[src/rtl/src_pkg.sv]
// Shared constants, state encoding and the control-word decoder for src_control_core.
// The decoder maps a state (plus the current opcode, for ALU selection) to every strobe.
package src_pkg;

  localparam logic [4:0] OP_LD   = 5'd0;
  localparam logic [4:0] OP_LDI  = 5'd1;
  localparam logic [4:0] OP_ST   = 5'd2;
  localparam logic [4:0] OP_ADD  = 5'd3;
  localparam logic [4:0] OP_SUB  = 5'd4;
  localparam logic [4:0] OP_SHR  = 5'd5;
  localparam logic [4:0] OP_SHL  = 5'd6;
  localparam logic [4:0] OP_ROR  = 5'd7;
  localparam logic [4:0] OP_ROL  = 5'd8;
  localparam logic [4:0] OP_AND  = 5'd9;
  localparam logic [4:0] OP_OR   = 5'd10;
  localparam logic [4:0] OP_ADDI = 5'd11;
  localparam logic [4:0] OP_ANDI = 5'd12;
  localparam logic [4:0] OP_ORI  = 5'd13;
  localparam logic [4:0] OP_MUL  = 5'd14;
  localparam logic [4:0] OP_DIV  = 5'd15;
  localparam logic [4:0] OP_NEG  = 5'd16;
  localparam logic [4:0] OP_NOT  = 5'd17;
  localparam logic [4:0] OP_BR   = 5'd18;
  localparam logic [4:0] OP_JR   = 5'd19;
  localparam logic [4:0] OP_JAL  = 5'd20;
  localparam logic [4:0] OP_IN   = 5'd21;
  localparam logic [4:0] OP_OUT  = 5'd22;
  localparam logic [4:0] OP_MFHI = 5'd23;
  localparam logic [4:0] OP_MFLO = 5'd24;
  localparam logic [4:0] OP_NOP  = 5'd25;
  localparam logic [4:0] OP_HALT = 5'd26;

  typedef enum logic [3:0] {
    ALU_ADD = 4'd0, ALU_SUB = 4'd1, ALU_AND = 4'd2, ALU_OR  = 4'd3,
    ALU_SHR = 4'd4, ALU_SHL = 4'd5, ALU_ROR = 4'd6, ALU_ROL = 4'd7,
    ALU_MUL = 4'd8, ALU_DIV = 4'd9, ALU_NEG = 4'd10, ALU_NOT = 4'd11
  } alu_e;

  localparam logic [1:0] COND_ZERO = 2'b00;
  localparam logic [1:0] COND_NZ   = 2'b01;
  localparam logic [1:0] COND_POS  = 2'b10;
  localparam logic [1:0] COND_NEG  = 2'b11;

  localparam int unsigned SEL_GRA = 0;
  localparam int unsigned SEL_GRB = 1;
  localparam int unsigned SEL_GRC = 2;
  localparam int unsigned SEL_BA  = 3;

  localparam int unsigned WR_REG   = 0;
  localparam int unsigned WR_HI    = 1;
  localparam int unsigned WR_LO    = 2;
  localparam int unsigned WR_Z     = 3;
  localparam int unsigned WR_PC    = 4;
  localparam int unsigned WR_MDR   = 5;
  localparam int unsigned WR_IR    = 6;
  localparam int unsigned WR_Y     = 7;
  localparam int unsigned WR_MAR   = 8;
  localparam int unsigned WR_MEM   = 9;
  localparam int unsigned WR_OUT   = 10;
  localparam int unsigned WR_CONFF = 11;

  localparam int unsigned RD_REG  = 0;
  localparam int unsigned RD_HI   = 1;
  localparam int unsigned RD_LO   = 2;
  localparam int unsigned RD_ZLO  = 3;
  localparam int unsigned RD_ZHI  = 4;
  localparam int unsigned RD_PC   = 5;
  localparam int unsigned RD_MDR  = 6;
  localparam int unsigned RD_IN   = 7;
  localparam int unsigned RD_C    = 8;
  localparam int unsigned RD_MEM  = 9;

  localparam int unsigned DIV_WAIT_STEPS = 32;

  typedef enum logic [5:0] {
    S_RESET    = 6'd0,  S_T0       = 6'd1,  S_T1       = 6'd2,  S_T2      = 6'd3,
    S_HALT     = 6'd4,  S_ALU_Y    = 6'd5,  S_ALU_Z    = 6'd6,  S_ALUI_Z  = 6'd7,
    S_ALU_W    = 6'd8,  S_UN_Z     = 6'd9,  S_MD_LO    = 6'd10, S_MD_HI   = 6'd11,
    S_DIV_RST  = 6'd12, S_DIV_WAIT = 6'd13, S_ADR_Y    = 6'd14, S_ADR_Z   = 6'd15,
    S_ADR_MAR  = 6'd16, S_LD_MEM   = 6'd17, S_LD_W     = 6'd18, S_ST_MDR  = 6'd19,
    S_ST_MEM   = 6'd20, S_BR_CON   = 6'd21, S_BR_Y     = 6'd22, S_BR_Z    = 6'd23,
    S_BR_PC    = 6'd24, S_JR       = 6'd25, S_JAL_LINK = 6'd26, S_IN      = 6'd27,
    S_OUT      = 6'd28, S_MFHI     = 6'd29, S_MFLO     = 6'd30
  } state_e;

  typedef struct packed {
    logic        run;
    logic        clear;
    logic [3:0]  sel;
    logic [11:0] wr;
    logic [9:0]  rd;
    alu_e        alu;
    logic        div_reset;
    logic        mdr_select;
    logic        inc_pc;
  } ctrl_t;

  function automatic alu_e alu_of_op(input logic [4:0] op);
    case (op)
      OP_SUB:         return ALU_SUB;
      OP_AND, OP_ANDI: return ALU_AND;
      OP_OR, OP_ORI:  return ALU_OR;
      OP_SHR:         return ALU_SHR;
      OP_SHL:         return ALU_SHL;
      OP_ROR:         return ALU_ROR;
      OP_ROL:         return ALU_ROL;
      OP_MUL:         return ALU_MUL;
      OP_DIV:         return ALU_DIV;
      OP_NEG:         return ALU_NEG;
      OP_NOT:         return ALU_NOT;
      default:        return ALU_ADD;
    endcase
  endfunction

  function automatic ctrl_t decode_ctrl(input state_e s, input logic [4:0] op);
    ctrl_t c;
    c     = '0;
    c.run = 1'b1;
    case (s)
      S_RESET:    c.clear = 1'b1;
      S_HALT:     c.run = 1'b0;
      S_T0:       begin c.rd[RD_PC] = 1'b1; c.wr[WR_MAR] = 1'b1; c.inc_pc = 1'b1; end
      S_T1:       begin c.rd[RD_MEM] = 1'b1; c.mdr_select = 1'b1; c.wr[WR_MDR] = 1'b1; end
      S_T2:       begin c.rd[RD_MDR] = 1'b1; c.wr[WR_IR] = 1'b1; end
      S_ALU_Y:    begin c.rd[RD_REG] = 1'b1; c.sel[SEL_GRB] = 1'b1; c.wr[WR_Y] = 1'b1; end
      S_ALU_Z:    begin c.rd[RD_REG] = 1'b1; c.sel[SEL_GRC] = 1'b1; c.wr[WR_Z] = 1'b1; c.alu = alu_of_op(op); end
      S_ALUI_Z:   begin c.rd[RD_C] = 1'b1; c.wr[WR_Z] = 1'b1; c.alu = alu_of_op(op); end
      S_UN_Z:     begin c.rd[RD_REG] = 1'b1; c.sel[SEL_GRB] = 1'b1; c.wr[WR_Z] = 1'b1; c.alu = alu_of_op(op); end
      S_ALU_W:    begin c.rd[RD_ZLO] = 1'b1; c.sel[SEL_GRA] = 1'b1; c.wr[WR_REG] = 1'b1; end
      S_MD_LO:    begin c.rd[RD_ZLO] = 1'b1; c.wr[WR_LO] = 1'b1; end
      S_MD_HI:    begin c.rd[RD_ZHI] = 1'b1; c.wr[WR_HI] = 1'b1; end
      // Divisor stays on the bus while the iterative divider runs.
      S_DIV_RST:  begin c.rd[RD_REG] = 1'b1; c.sel[SEL_GRC] = 1'b1; c.alu = ALU_DIV; c.div_reset = 1'b1; end
      S_DIV_WAIT: begin c.rd[RD_REG] = 1'b1; c.sel[SEL_GRC] = 1'b1; c.alu = ALU_DIV; end
      S_ADR_Y:    begin c.rd[RD_REG] = 1'b1; c.sel[SEL_GRB] = 1'b1; c.sel[SEL_BA] = 1'b1; c.wr[WR_Y] = 1'b1; end
      S_ADR_Z:    begin c.rd[RD_C] = 1'b1; c.wr[WR_Z] = 1'b1; c.alu = ALU_ADD; end
      S_ADR_MAR:  begin c.rd[RD_ZLO] = 1'b1; c.wr[WR_MAR] = 1'b1; end
      S_LD_MEM:   begin c.rd[RD_MEM] = 1'b1; c.mdr_select = 1'b1; c.wr[WR_MDR] = 1'b1; end
      S_LD_W:     begin c.rd[RD_MDR] = 1'b1; c.sel[SEL_GRA] = 1'b1; c.wr[WR_REG] = 1'b1; end
      S_ST_MDR:   begin c.rd[RD_REG] = 1'b1; c.sel[SEL_GRA] = 1'b1; c.wr[WR_MDR] = 1'b1; end
      S_ST_MEM:   c.wr[WR_MEM] = 1'b1;
      S_BR_CON:   begin c.rd[RD_REG] = 1'b1; c.sel[SEL_GRA] = 1'b1; c.wr[WR_CONFF] = 1'b1; end
      S_BR_Y:     begin c.rd[RD_PC] = 1'b1; c.wr[WR_Y] = 1'b1; end
      S_BR_Z:     begin c.rd[RD_C] = 1'b1; c.wr[WR_Z] = 1'b1; c.alu = ALU_ADD; end
      S_BR_PC:    begin c.rd[RD_ZLO] = 1'b1; c.wr[WR_PC] = 1'b1; end
      S_JR:       begin c.rd[RD_REG] = 1'b1; c.sel[SEL_GRA] = 1'b1; c.wr[WR_PC] = 1'b1; end
      S_JAL_LINK: begin c.rd[RD_PC] = 1'b1; c.sel[SEL_GRA] = 1'b1; c.wr[WR_REG] = 1'b1; end
      S_IN:       begin c.rd[RD_IN] = 1'b1; c.sel[SEL_GRA] = 1'b1; c.wr[WR_REG] = 1'b1; end
      S_OUT:      begin c.rd[RD_REG] = 1'b1; c.sel[SEL_GRA] = 1'b1; c.wr[WR_OUT] = 1'b1; end
      S_MFHI:     begin c.rd[RD_HI] = 1'b1; c.sel[SEL_GRA] = 1'b1; c.wr[WR_REG] = 1'b1; end
      S_MFLO:     begin c.rd[RD_LO] = 1'b1; c.sel[SEL_GRA] = 1'b1; c.wr[WR_REG] = 1'b1; end
      default:    c = '0;
    endcase
    return c;
  endfunction

endpackage

[src/rtl/src_con_ff.sv]
// Branch condition flip-flop: latches the IR condition test of the bus when enabled.
module src_con_ff
  import src_pkg::*;
(
  input  logic        clk,
  input  logic        rst,
  input  logic        en,
  input  logic [1:0]  cond,
  input  logic [31:0] bus,
  output logic        branch
);

  logic hit;
  logic branch_d;
  logic branch_q;

  always_comb begin
    case (cond)
      COND_ZERO: hit = (bus == '0);
      COND_NZ:   hit = (bus != '0);
      COND_POS:  hit = !bus[31] && (bus != '0);
      default:   hit = bus[31];
    endcase
    branch_d = en ? hit : branch_q;
  end

  always_ff @(posedge clk or posedge rst) begin
    if (rst) branch_q <= 1'b0;
    else     branch_q <= branch_d;
  end

  assign branch = branch_q;

endmodule

[src/rtl/src_control_core.sv]
// Microcoded control unit: clock divider sets the microstep rate, the FSM sequences
// fetch/execute and registers a Moore control word decoded from the next state.
module src_control_core
  import src_pkg::*;
#(
  parameter int unsigned DIV_RATIO = 4
) (
  input  logic        clk,
  input  logic        in_reset,
  input  logic        in_stop,
  input  logic [31:0] in_ir,
  input  logic [31:0] in_bus,
  output logic        out_run,
  output logic        out_clear,
  output logic [3:0]  out_sel,
  output logic [11:0] out_wr,
  output logic [9:0]  out_rd,
  output logic [3:0]  out_alu_opcode,
  output logic        out_div_reset,
  output logic        out_mdr_select,
  output logic        out_inc_pc,
  output logic        out_branch,
  output logic        out_step_en,
  output logic [5:0]  out_state
);

  logic [7:0] cnt_d, cnt_q;
  logic [4:0] div_cnt_d, div_cnt_q;
  state_e     state_d, state_q;
  ctrl_t      ctrl_d, ctrl_q;
  state_e     fetch_st;
  logic       step_en;
  logic [4:0] op;
  logic       unused_ir;

  assign op        = in_ir[31:27];
  assign unused_ir = ^{in_ir[26:21], in_ir[18:0]};

  always_comb begin
    step_en   = (cnt_q == 8'(DIV_RATIO - 1));
    cnt_d     = step_en ? '0 : cnt_q + 8'd1;
    fetch_st  = in_stop ? S_HALT : S_T0;
    state_d   = state_q;
    div_cnt_d = div_cnt_q;
    if (step_en) begin
      case (state_q)
        S_RESET: state_d = S_T0;
        S_T0:    state_d = in_stop ? S_HALT : S_T1;
        S_T1:    state_d = S_T2;
        S_T2: begin
          case (op)
            OP_LD, OP_LDI, OP_ST:                  state_d = S_ADR_Y;
            OP_ADD, OP_SUB, OP_SHR, OP_SHL, OP_ROR,
            OP_ROL, OP_AND, OP_OR, OP_ADDI, OP_ANDI,
            OP_ORI, OP_MUL, OP_DIV:                state_d = S_ALU_Y;
            OP_NEG, OP_NOT:                        state_d = S_UN_Z;
            OP_BR:                                 state_d = S_BR_CON;
            OP_JR:                                 state_d = S_JR;
            OP_JAL:                                state_d = S_JAL_LINK;
            OP_IN:                                 state_d = S_IN;
            OP_OUT:                                state_d = S_OUT;
            OP_MFHI:                               state_d = S_MFHI;
            OP_MFLO:                               state_d = S_MFLO;
            OP_HALT:                               state_d = S_HALT;
            default:                               state_d = fetch_st;
          endcase
        end
        S_ALU_Y: begin
          if (op == OP_DIV)
            state_d = S_DIV_RST;
          else if (op == OP_ADDI || op == OP_ANDI || op == OP_ORI)
            state_d = S_ALUI_Z;
          else
            state_d = S_ALU_Z;
        end
        S_DIV_RST: begin
          state_d   = S_DIV_WAIT;
          div_cnt_d = '0;
        end
        S_DIV_WAIT: begin
          if (div_cnt_q == 5'(DIV_WAIT_STEPS - 1)) state_d = S_ALU_Z;
          else div_cnt_d = div_cnt_q + 5'd1;
        end
        S_ALU_Z:    state_d = (op == OP_MUL || op == OP_DIV) ? S_MD_LO : S_ALU_W;
        S_ALUI_Z:   state_d = S_ALU_W;
        S_UN_Z:     state_d = S_ALU_W;
        S_ALU_W:    state_d = fetch_st;
        S_MD_LO:    state_d = S_MD_HI;
        S_MD_HI:    state_d = fetch_st;
        S_ADR_Y:    state_d = S_ADR_Z;
        S_ADR_Z:    state_d = (op == OP_LDI) ? S_ALU_W : S_ADR_MAR;
        S_ADR_MAR:  state_d = (op == OP_LD) ? S_LD_MEM : S_ST_MDR;
        S_LD_MEM:   state_d = S_LD_W;
        S_LD_W:     state_d = fetch_st;
        S_ST_MDR:   state_d = S_ST_MEM;
        S_ST_MEM:   state_d = fetch_st;
        S_BR_CON:   state_d = S_BR_Y;
        S_BR_Y:     state_d = S_BR_Z;
        // Condition was latched at the end of S_BR_CON, so it is settled here.
        S_BR_Z:     state_d = out_branch ? S_BR_PC : fetch_st;
        S_BR_PC:    state_d = fetch_st;
        S_JAL_LINK: state_d = S_JR;
        S_JR, S_IN, S_OUT, S_MFHI, S_MFLO: state_d = fetch_st;
        S_HALT:     state_d = S_HALT;
        default:    state_d = S_RESET;
      endcase
    end
    ctrl_d = decode_ctrl(state_d, op);
  end

  always_ff @(posedge clk or posedge in_reset) begin
    if (in_reset) begin
      cnt_q     <= '0;
      div_cnt_q <= '0;
      state_q   <= S_RESET;
      ctrl_q    <= decode_ctrl(S_RESET, '0);
    end else begin
      cnt_q     <= cnt_d;
      div_cnt_q <= div_cnt_d;
      state_q   <= state_d;
      ctrl_q    <= ctrl_d;
    end
  end

  src_con_ff u_con_ff (
    .clk    (clk),
    .rst    (in_reset),
    .en     (ctrl_q.wr[WR_CONFF] & step_en),
    .cond   (in_ir[20:19]),
    .bus    (in_bus),
    .branch (out_branch)
  );

  assign out_run        = ctrl_q.run;
  assign out_clear      = ctrl_q.clear;
  assign out_sel        = ctrl_q.sel;
  assign out_wr         = ctrl_q.wr;
  assign out_rd         = ctrl_q.rd;
  assign out_alu_opcode = ctrl_q.alu;
  assign out_div_reset  = ctrl_q.div_reset;
  assign out_mdr_select = ctrl_q.mdr_select;
  assign out_inc_pc     = ctrl_q.inc_pc;
  assign out_step_en    = step_en;
  assign out_state      = state_q;

endmodule

[config.mk]
export PLATFORM = sky130hd
export DESIGN_NAME = src_control_core
export DESIGN_NICKNAME = d
export VERILOG_FILES = /design/src/rtl/src_pkg.sv /design/src/rtl/src_con_ff.sv /design/src/rtl/src_control_core.sv
export SDC_FILE = /design/constraint.sdc
export NUM_CORES = 1
export LEC_CHECK = 0
export CORE_ASPECT_RATIO = 1.1
export CORE_UTILIZATION = 33
export CTS_BUF_LIST = sky130_fd_sc_hd__clkbuf_8
export CTS_CLUSTER_SIZE = 16
export DETAILED_ROUTE_END_ITERATION = 10
export PLACE_DENSITY = 0.59
export SYNTH_ARGS = -nofsm -noshare
export SYNTH_HDL_FRONTEND = slang
export SYNTH_HIERARCHICAL = 1
export SYNTH_SLANG_ARGS = --single-unit
export TNS_END_PERCENT = 1
[constraint.sdc]
create_clock -name clk -period 3.35 [get_ports clk]
set_input_delay 0.8375 -clock clk [delete_from_list [all_inputs] [get_ports clk]]
set_output_delay 0.8375 -clock clk [all_outputs]
set_load 0.01 [all_outputs]
## After elaboration in Yosys (flattened, before gate mapping)

Memories as Yosys holds them, arrays and structs flattened.
Cells that the tools add are included.

- Flip-flop bits (word level): 55
- Input port bits: 67
- ROM bits: 384
- Memories: 3

- Eq/ne operators: 89
- Reductions and logical operators: 35
- Add/subtract/negate cells: 2
- Bitwise gates (word level): 1
- Mux-type cells: 46

Memories:

| memory | words | width | rd ports | clocked after Yosys merged registers in | write ports | RTL line | RTL |
|---|---|---|---|---|---|---|---|
| (no name shown) | 32 | 4 | 1 | 0 | 0 | src_pkg.sv:99 | `case (op)` |
| (no name shown) | 32 | 4 | 1 | 0 | 0 | src_pkg.sv:99 |  |
| (no name shown) | 32 | 4 | 1 | 0 | 0 | src_pkg.sv:99 |  |

Operators with widths:

| cell | count |
|---|---|
| 6-bit by 5-bit equality test with 1-bit output, second input constant | 30 |
| 6-bit case mux with 21 select lines | 1 |
| 6-bit by 4-bit equality test with 1-bit output, second input constant | 16 |
| 5-bit equality test, second input constant | 11 |
| 5-bit case mux with 11 select lines | 1 |
| 6-bit by 3-bit equality test with 1-bit output, second input constant | 7 |
| 5-bit by 4-bit equality test with 1-bit output, second input constant | 8 |
| 32-bit zero test | 1 |
| 32-bit nonzero test | 1 |
| 1-bit 2-to-1 mux | 30 |
| 10-bit OR reduction | 3 |
| 30-bit OR reduction | 1 |
| 6-bit by 2-bit equality test with 1-bit output, second input constant | 4 |
| 3-bit OR reduction | 7 |
| 5-bit by 3-bit equality test with 1-bit output, second input constant | 4 |
| 4-bit case mux with 4 select lines | 1 |
| 5-bit 2-to-1 mux | 3 |
| 2-bit OR reduction | 7 |
| 13-bit OR reduction | 1 |
| 6-bit by 1-bit equality test with 1-bit output, second input constant | 2 |
| 6-bit zero test | 2 |
| 6-bit 2-to-1 mux | 2 |
| 5-bit by 2-bit equality test with 1-bit output, second input constant | 2 |
| 5-bit case mux with 2 select lines | 1 |
| 23 further kinds | 27 |

## Depth between registers and ports, before layout

Gate-level depths: netlist (run 1).

- Word-level depth: 10
- Depth in mapped cells: 13

## Cells and area by module

The synthesis (run 1) kept the hierarchy.

By module, submodules not included:

| module | area each (um^2) | sequential area each (um^2) | cells each | instances |
|---|---|---|---|---|
| src_control_core | 3315.7 | 1303.8 | 358 | 1 |
| src_con_ff | 158.9 | 25.0 | 19 | 1 |

## Worst setup path after synthesis (run 1)

OpenSTA, ideal clock, no wires.

- Path kind: input to register
- From: input port in_ir[27]
- To: register ctrl_q, in the netlist out_rd[0]
- Path slack: 582 ps
- Arrival: 2637 ps
- Cell stages on the path: 9
- Library setup time: 131 ps
- Required time: 3219 ps
- Path through: buf_6 or4b_4 a2111oi_2 o21ai_1 a31oi_2 a21o_2 nor2_1 a22oi_1 o32ai_1

RTL lines:

| item | RTL line | RTL |
|---|---|---|
| start: declaration | src_control_core.sv:11 | `input logic [31:0] in_ir,` |
| end signal: assignment | src_control_core.sv:116 | `ctrl_q <= decode_ctrl(S_RESET, '0);` |
| end signal: assignment | src_control_core.sv:121 | `ctrl_q <= ctrl_d;` |
| end: declaration | src_control_core.sv:30 | `ctrl_t ctrl_d, ctrl_q;` |

==> impl_metrics.json, run 1 <==
{
  "diodes": 0,
  "final_util": 0.482,
  "synth_top_area_frac": 0.367,
  "final_area_um2": 4830,
  "status": "completed",
  "synthesis.area_um2": 3470,
  "antenna_found_initial": 0,
  "grt_setup_unrepaired": "no",
  "p_per_area_nw_per_um2": 650,
  "root_buffer": "clkbuf_8",
  "wl_um": 9170,
  "required_ns": 3.57,
  "port_buffers": 84,
  "startpoint": "in_ir[28]",
  "synth_top_area_cell": "dfrtp_1",
  "synth_cell_types": 77,
  "slew_violations": 0,
  "grt_pass1_vias": 3288,
  "ctsHoldBuffers": 0,
  "htreeDepth": 2,
  "fp.dieH_um": 110,
  "worstHoldStart": "cnt_q[0]",
  "vias": 3273,
  "grt_pass1_wl_um": 15300,
  "syn_to_final_growth_pct": 39.1,
  "synth_warnings": 6,
  "clkSinkCount": 53,
  "ioPinCount": 110,
  "yosys_register_bits": 53,
  "hold_class": "reg2reg",
  "arrival_ns": 3.26,
  "overflow": 0,
  "r2r-start": "out_state[4]",
  "crit_fanout": 6,
  "dpl.hpwl_um": 7060,
  "cts_setup_buffers": 0,
  "rrSetupSlack_ns": 0.45,
  "yosysSeqAreaShare": 0.382,
  "hold_depth": 1,
  "dr.first_iter.drc_count": 139,
  "via_per_inst": 5.10,
  "synthCells": 377,
  "dpl_worst_slack_ns": -0.00585,
  "path_clk_slew_ns": 0.09,
  "fin_skew_ns": 0.0104,
  "wl_per_cell_um": 14.3,
  "relSlewSlack": 0.468,
  "drc_errors": 0,
  "layout_setup_ws_ns": 0.307,
  "die_area_um2": 10900,
  "cts-resized-gates": 0,
  "cp-start-kind": "input port",
  "grt_max_degree": 41,
  "cts_buffers": 5,
  "coreArea_um2": 10000,
  "finalPower_mw": 3.14,
  "synth_edf_count": 0,
  "post-route-min-period_ns": 3.04,
  "dr.pass1.iters": 4,
  "dpl_cell_area_um2": 4740,
  "finalSetupViolCount": 0,
  "cts.path.max_buffers": 2,
  "start_util": 0.346,
  "yosys-top-cells-area": "dfrtp_1 (37%), nor2_1 (3.8%), buf_6 (3.6%)",
  "cellLeakagePower_nw": 1.99,
  "die_w_um": 99.8,
  "cts_tree": "built",
  "drtAntennaViolNets": 0,
  "whs_ns": 0.479,
  "drive_gt1_frac": 0.205,
  "rows": 38,
  "synthFlopType": "dfrtp_1",
  "finish.net_count": 572,
  "vdd_ir_drop_max_mv": 0.499,
  "max_freq_mhz": 329,
  "hold_viol": 0,
  "async_flop_share": 1.00,
  "insertion_delay_ns": 0.30,
  "tightestPinTransition_ns": 0.796,
  "fin_crit_sh": 0.908,
  "avgSynthCellArea_um2": 9.22,
  "rr_worst_depth": 10,
  "critPathKind": "in2reg",
  "grtUsageTotal": 0.174,
  "cp-end-kind": "flop",
  "place_congestion": 0.893,
  "drv_cap": 0,
  "syn_nets": 448
}
## worst max-delay path, cell delays in order
cell and delay [ns]:
clkdlybuf4s50_1 0.47, buf_4 0.18, or4_1 0.54, nor4_1 0.18, o21ai_0 0.12, a21oi_1 0.16
nor2_1 0.10, inv_2 0.12, nand4_1 0.11, a21o_1 0.24, a211oi_2 0.19
## layer usage
metal | global-route usage | vias up | wire [um]
met5 | 0 | - | 0
met4 | 0.0378 | 0 | 62
met3 | 0.0280 | 7 | 407
met2 | 0.304 | 72 | 4530
met1 | 0.227 | 1561 | 4170
li1 | - | 1633 | -
## sequential cells by signal, indices dropped and copies added (netlist names)
signal / flops
out_sel: 4
out_run: 1
out_mdr_select: 1
out_state: 6
out_rd: 9
cnt_q: 8
out_inc_pc: 1
u_con_ff/branch: 1
out_alu_opcode: 4
out_wr: 11
out_clear: 1
div_cnt_q: 5
out_div_reset: 1
## stage by stage
stage,instances,setup TNS [ns]
2_1_floorplan,377,0
3_3_place_gp,634,0
3_5_place_dp,634,-0.00585
4_1_cts,642,0
5_1_grt,642,0
6_report,642,0
## placed cells by master (no fill, tap or decap), types with 8 or more instances in the layout
cell type	count
clkdlybuf4s50_1	84
buf_4	59
dfrtp_1	51
nor2_1	35
nand2_1	32
nor3_1	19
a21oi_1	18
nand3_1	13
inv_1	11
nor4_1	11
o21ai_0	9
nand2b_1	8
xnor2_1	8
## cell usage after synthesis (3+ instances only)
cell      instances
o211ai_1          5
o22a_1            3
dfrtp_1          51
nand2_1          32
nor2_1           35
a21oi_1          18
a21oi_2           3
nand4_1           4
nor4_1           11
and3_1            6
a21o_1            4
inv_1            10
buf_2            10
nand4b_1          3
ha_1              4
inv_2             3
a31oi_1           7
o21ai_1           4
nand2b_1          8
o21a_1            4
nor3b_1           3
buf_4             4
o21ai_0           9
a211oi_1          5
buf_6            11
xnor2_1           8
and2_1            5
nor4_2            3
o31ai_1           4
nor2b_1           5
o32ai_1           6
nand3_1          13
or4_1             3
nor3_1           19
## cells by family (layout without fill, tap and decap cells)
logic type / Yosys count / in the layout / share of synthesized area
compound gates: 95 / 95 / 0.214
xor+xnor: 9 / 9 / 0.0227
fa+ha+maj: 5 / 5 / 0.0176
buf+inv: 41 / 166 / 0.0767
flops: 53 / 53 / 0.382
mux: 3 / 3 / 0.00900
simple gates: 171 / 171 / 0.277
## cell type report
class	count	area, um^2
fill	954	5200
clock buffer	6	82.6
multi-input combinational	283	1880
sequential	53	1330
timing repair buffer	144	1300
clock inverter	2	7.51
inverter	14	55.1
tap	140	175
## worst paths after layout
kind                                     end
min                                 cnt_q[0]
max reg2reg                        out_rd[0]
max in group asynchronous         out_sel[2]
min reg2reg                         cnt_q[0]
min in group asynchronous    u_con_ff/branch
max                        out_alu_opcode[2]
## power breakdown
group	leakage, nW	switching, mW	internal [mW]
Clock	0.0538	0.191	0.163
Sequential	0.713	0.131	0.781
Combinational	1.22	0.958	0.918
Total	1.99	1.28	1.86
Note: power is estimated with default switching activity, not from simulation.
==> run 2: changes to the inputs <==
- CAP_MARGIN: default -> 20
==> results of run 2 <==
The final DEF is identical to that of run 1; final timing and power are the same.
==> patch (flow settings as in run 2) <==
Register the output `out_sel`; this adds one clock of latency there. The other outputs are not delayed to match.
--- a/src/rtl/src_control_core.sv
+++ b/src/rtl/src_control_core.sv
@@ -133,7 +133,9 @@
 
   assign out_run        = ctrl_q.run;
   assign out_clear      = ctrl_q.clear;
-  assign out_sel        = ctrl_q.sel;
+  always_ff @(posedge clk) begin
+    out_sel <= ctrl_q.sel;
+  end
   assign out_wr         = ctrl_q.wr;
   assign out_rd         = ctrl_q.rd;
   assign out_alu_opcode = ctrl_q.alu;
Behaviour: same outputs for any inputs over 10 cycles, from zero or initial values and one cycle with in_reset high; that may be too few to reach the edited logic, so the function may still have changed.
==> patch against run 2 <==
Non-clock buffer count decreased by 1; setup slack got worse by 0.089 ns; total power increased by 1.2%; final cell count decreased by 0.16%; first-iteration DRC count increased by 91%; wire length increased by 2.0%; sequential cell count increased by 4; largest power group unchanged; clock power increased by 73%; final area increased by 1.2%; highest routed layer unchanged; critical endpoint is now ctrl_q[31]; area after synthesis increased by 1.5%.
==> patch: results (changes against run 2) <==
** Logic synthesis
- The count of mapped cells out of synthesis came to 389 (+3.2%).
- The count of different cell masters after synthesis was 79 (+2.6%).
- Xor/xnor cell area share of the yosys netlist :: 3.23% (+0.96 points)
- The share of async-settable or async-resettable flops after synthesis was 93.0% (-7.0 points).
- The synthesized-area fraction occupied by ao, oa, aoi and oai cells came to 17.1% (-4.3 points).
- The area share of fa/ha/maj cells after synthesis is 1.42% (-0.35 points).

** Clock tree
- The clock insertion delay at the later pin of the skew report is 0.34 ns (+0.04 ns).
- The deepest level of the CTS H-tree was 3 (+1).
- Number of buffers added by the clock tree synthesis step :: 9 (+4)

** Place
- The area after detailed placement came to 0.00470 mm2 (-0.82%).
- The detailed placer's ending HPWL came to 7010 um (-0.77%).
- The worst setup slack after placement was -0.106 ns (-0.0997 ns).

** Worst setup path
- Critical path capture point :: ctrl_q[31]
- Reg-to-reg endpoint :: out_wr[0]
- The arrival time of the worst setup path is 3.37 ns (+0.11 ns).
- Reg2Reg Setup Slack :: 0.24 ns (-0.21 ns)
- The critical path starts at in_ir[30].

** Min path
- The number of cells traversed by the worst hold path came to 0 (-1).
- Worst Min Path Start :: ctrl_q[31]

** Global route
- The global-route wire length before repair is 15600 um (+1.5%).
- The via count of the first global-routing pass came to 3231 (-1.7%).
- Maximum number of pins on one net before global-route repair :: 28 (-32%)

** Status
- The run finished with clean final reports.

** Power and ir drop
- Internal Power :: 1.99 mW (+7.0%)
- Leak pwr :: 2.07 nW (+4.3%)

** Route
- The routed via count divided by cell count came to 5.12 (+0.43%).
- The DRC violation total after the first TritonRoute iteration came to 265 (+91%).
- Number of optimization iterations in the first detailed-route pass :: 5 (+1)

** Timing
- The worst hold margin is 0.340 ns (-0.139 ns).
- The setup skew after layout came to 0.0118 ns (+0.00141 ns).
- Worst Max-Slew Pin Slew :: 0.601 ns (-0.196 ns)

** Cells and area
- Final nets :: 564 (-1.4%)
-- patch: power groups by stage --
| stage | Clock, mW | Sequential (mW) | Combinational, mW |
|---|---|---|---|
| finish | 0.612 | 0.943 | 1.62 |
| global route | 0.665 | 0.961 | 1.76 |
| CTS | 0.633 | 0.944 | 1.62 |
| detailed placement | 0 | 0.954 | 1.61 |
| global placement | 0 | 0.957 | 1.60 |
| floorplan | 0 | 0.917 | 0.960 |
-- patch: final cells by class --
cell class	count	area [um2]	area share, %
timing repair buffer	143	1310	26.7
inverter	14	53.8	1.10
multi-input combinational	268	1750	35.8
clock buffer	10	138	2.81
sequential	57	1410	28.8
clock inverter	6	52.6	1.07
tap	143	179	3.66
-- patch: per-layer routing --
metal | track usage (%) | part of all wire (%) | up-vias
met5 | 0 | 0 | -
met4 | 7.15 | 1.7 | 0
met3 | 4.24 | 5.9 | 12
met2 | 27.0 | 46 | 111
met1 | 24.6 | 46 | 1573
li1 | - | - | 1586
-- patch: critical path, stage by stage --
cell	delay, ns
sky130_fd_sc_hd__clkdlybuf4s50_1	0.52
sky130_fd_sc_hd__buf_4	0.13
sky130_fd_sc_hd__nor2b_1	0.17
sky130_fd_sc_hd__a2111o_1	0.13
sky130_fd_sc_hd__a31oi_1	0.09
sky130_fd_sc_hd__nor4_1	0.42
sky130_fd_sc_hd__o21a_1	0.20
sky130_fd_sc_hd__inv_1	0.15
sky130_fd_sc_hd__buf_4	0.18
sky130_fd_sc_hd__or3_1	0.32
sky130_fd_sc_hd__a211oi_2	0.22
-- patch: what timing repair did --
action	CTS	global route
buffers inserted	0	0
gates resized for setup	1	0
hold endpoints to repair	0	0
endpoints found under the setup margin	1	0
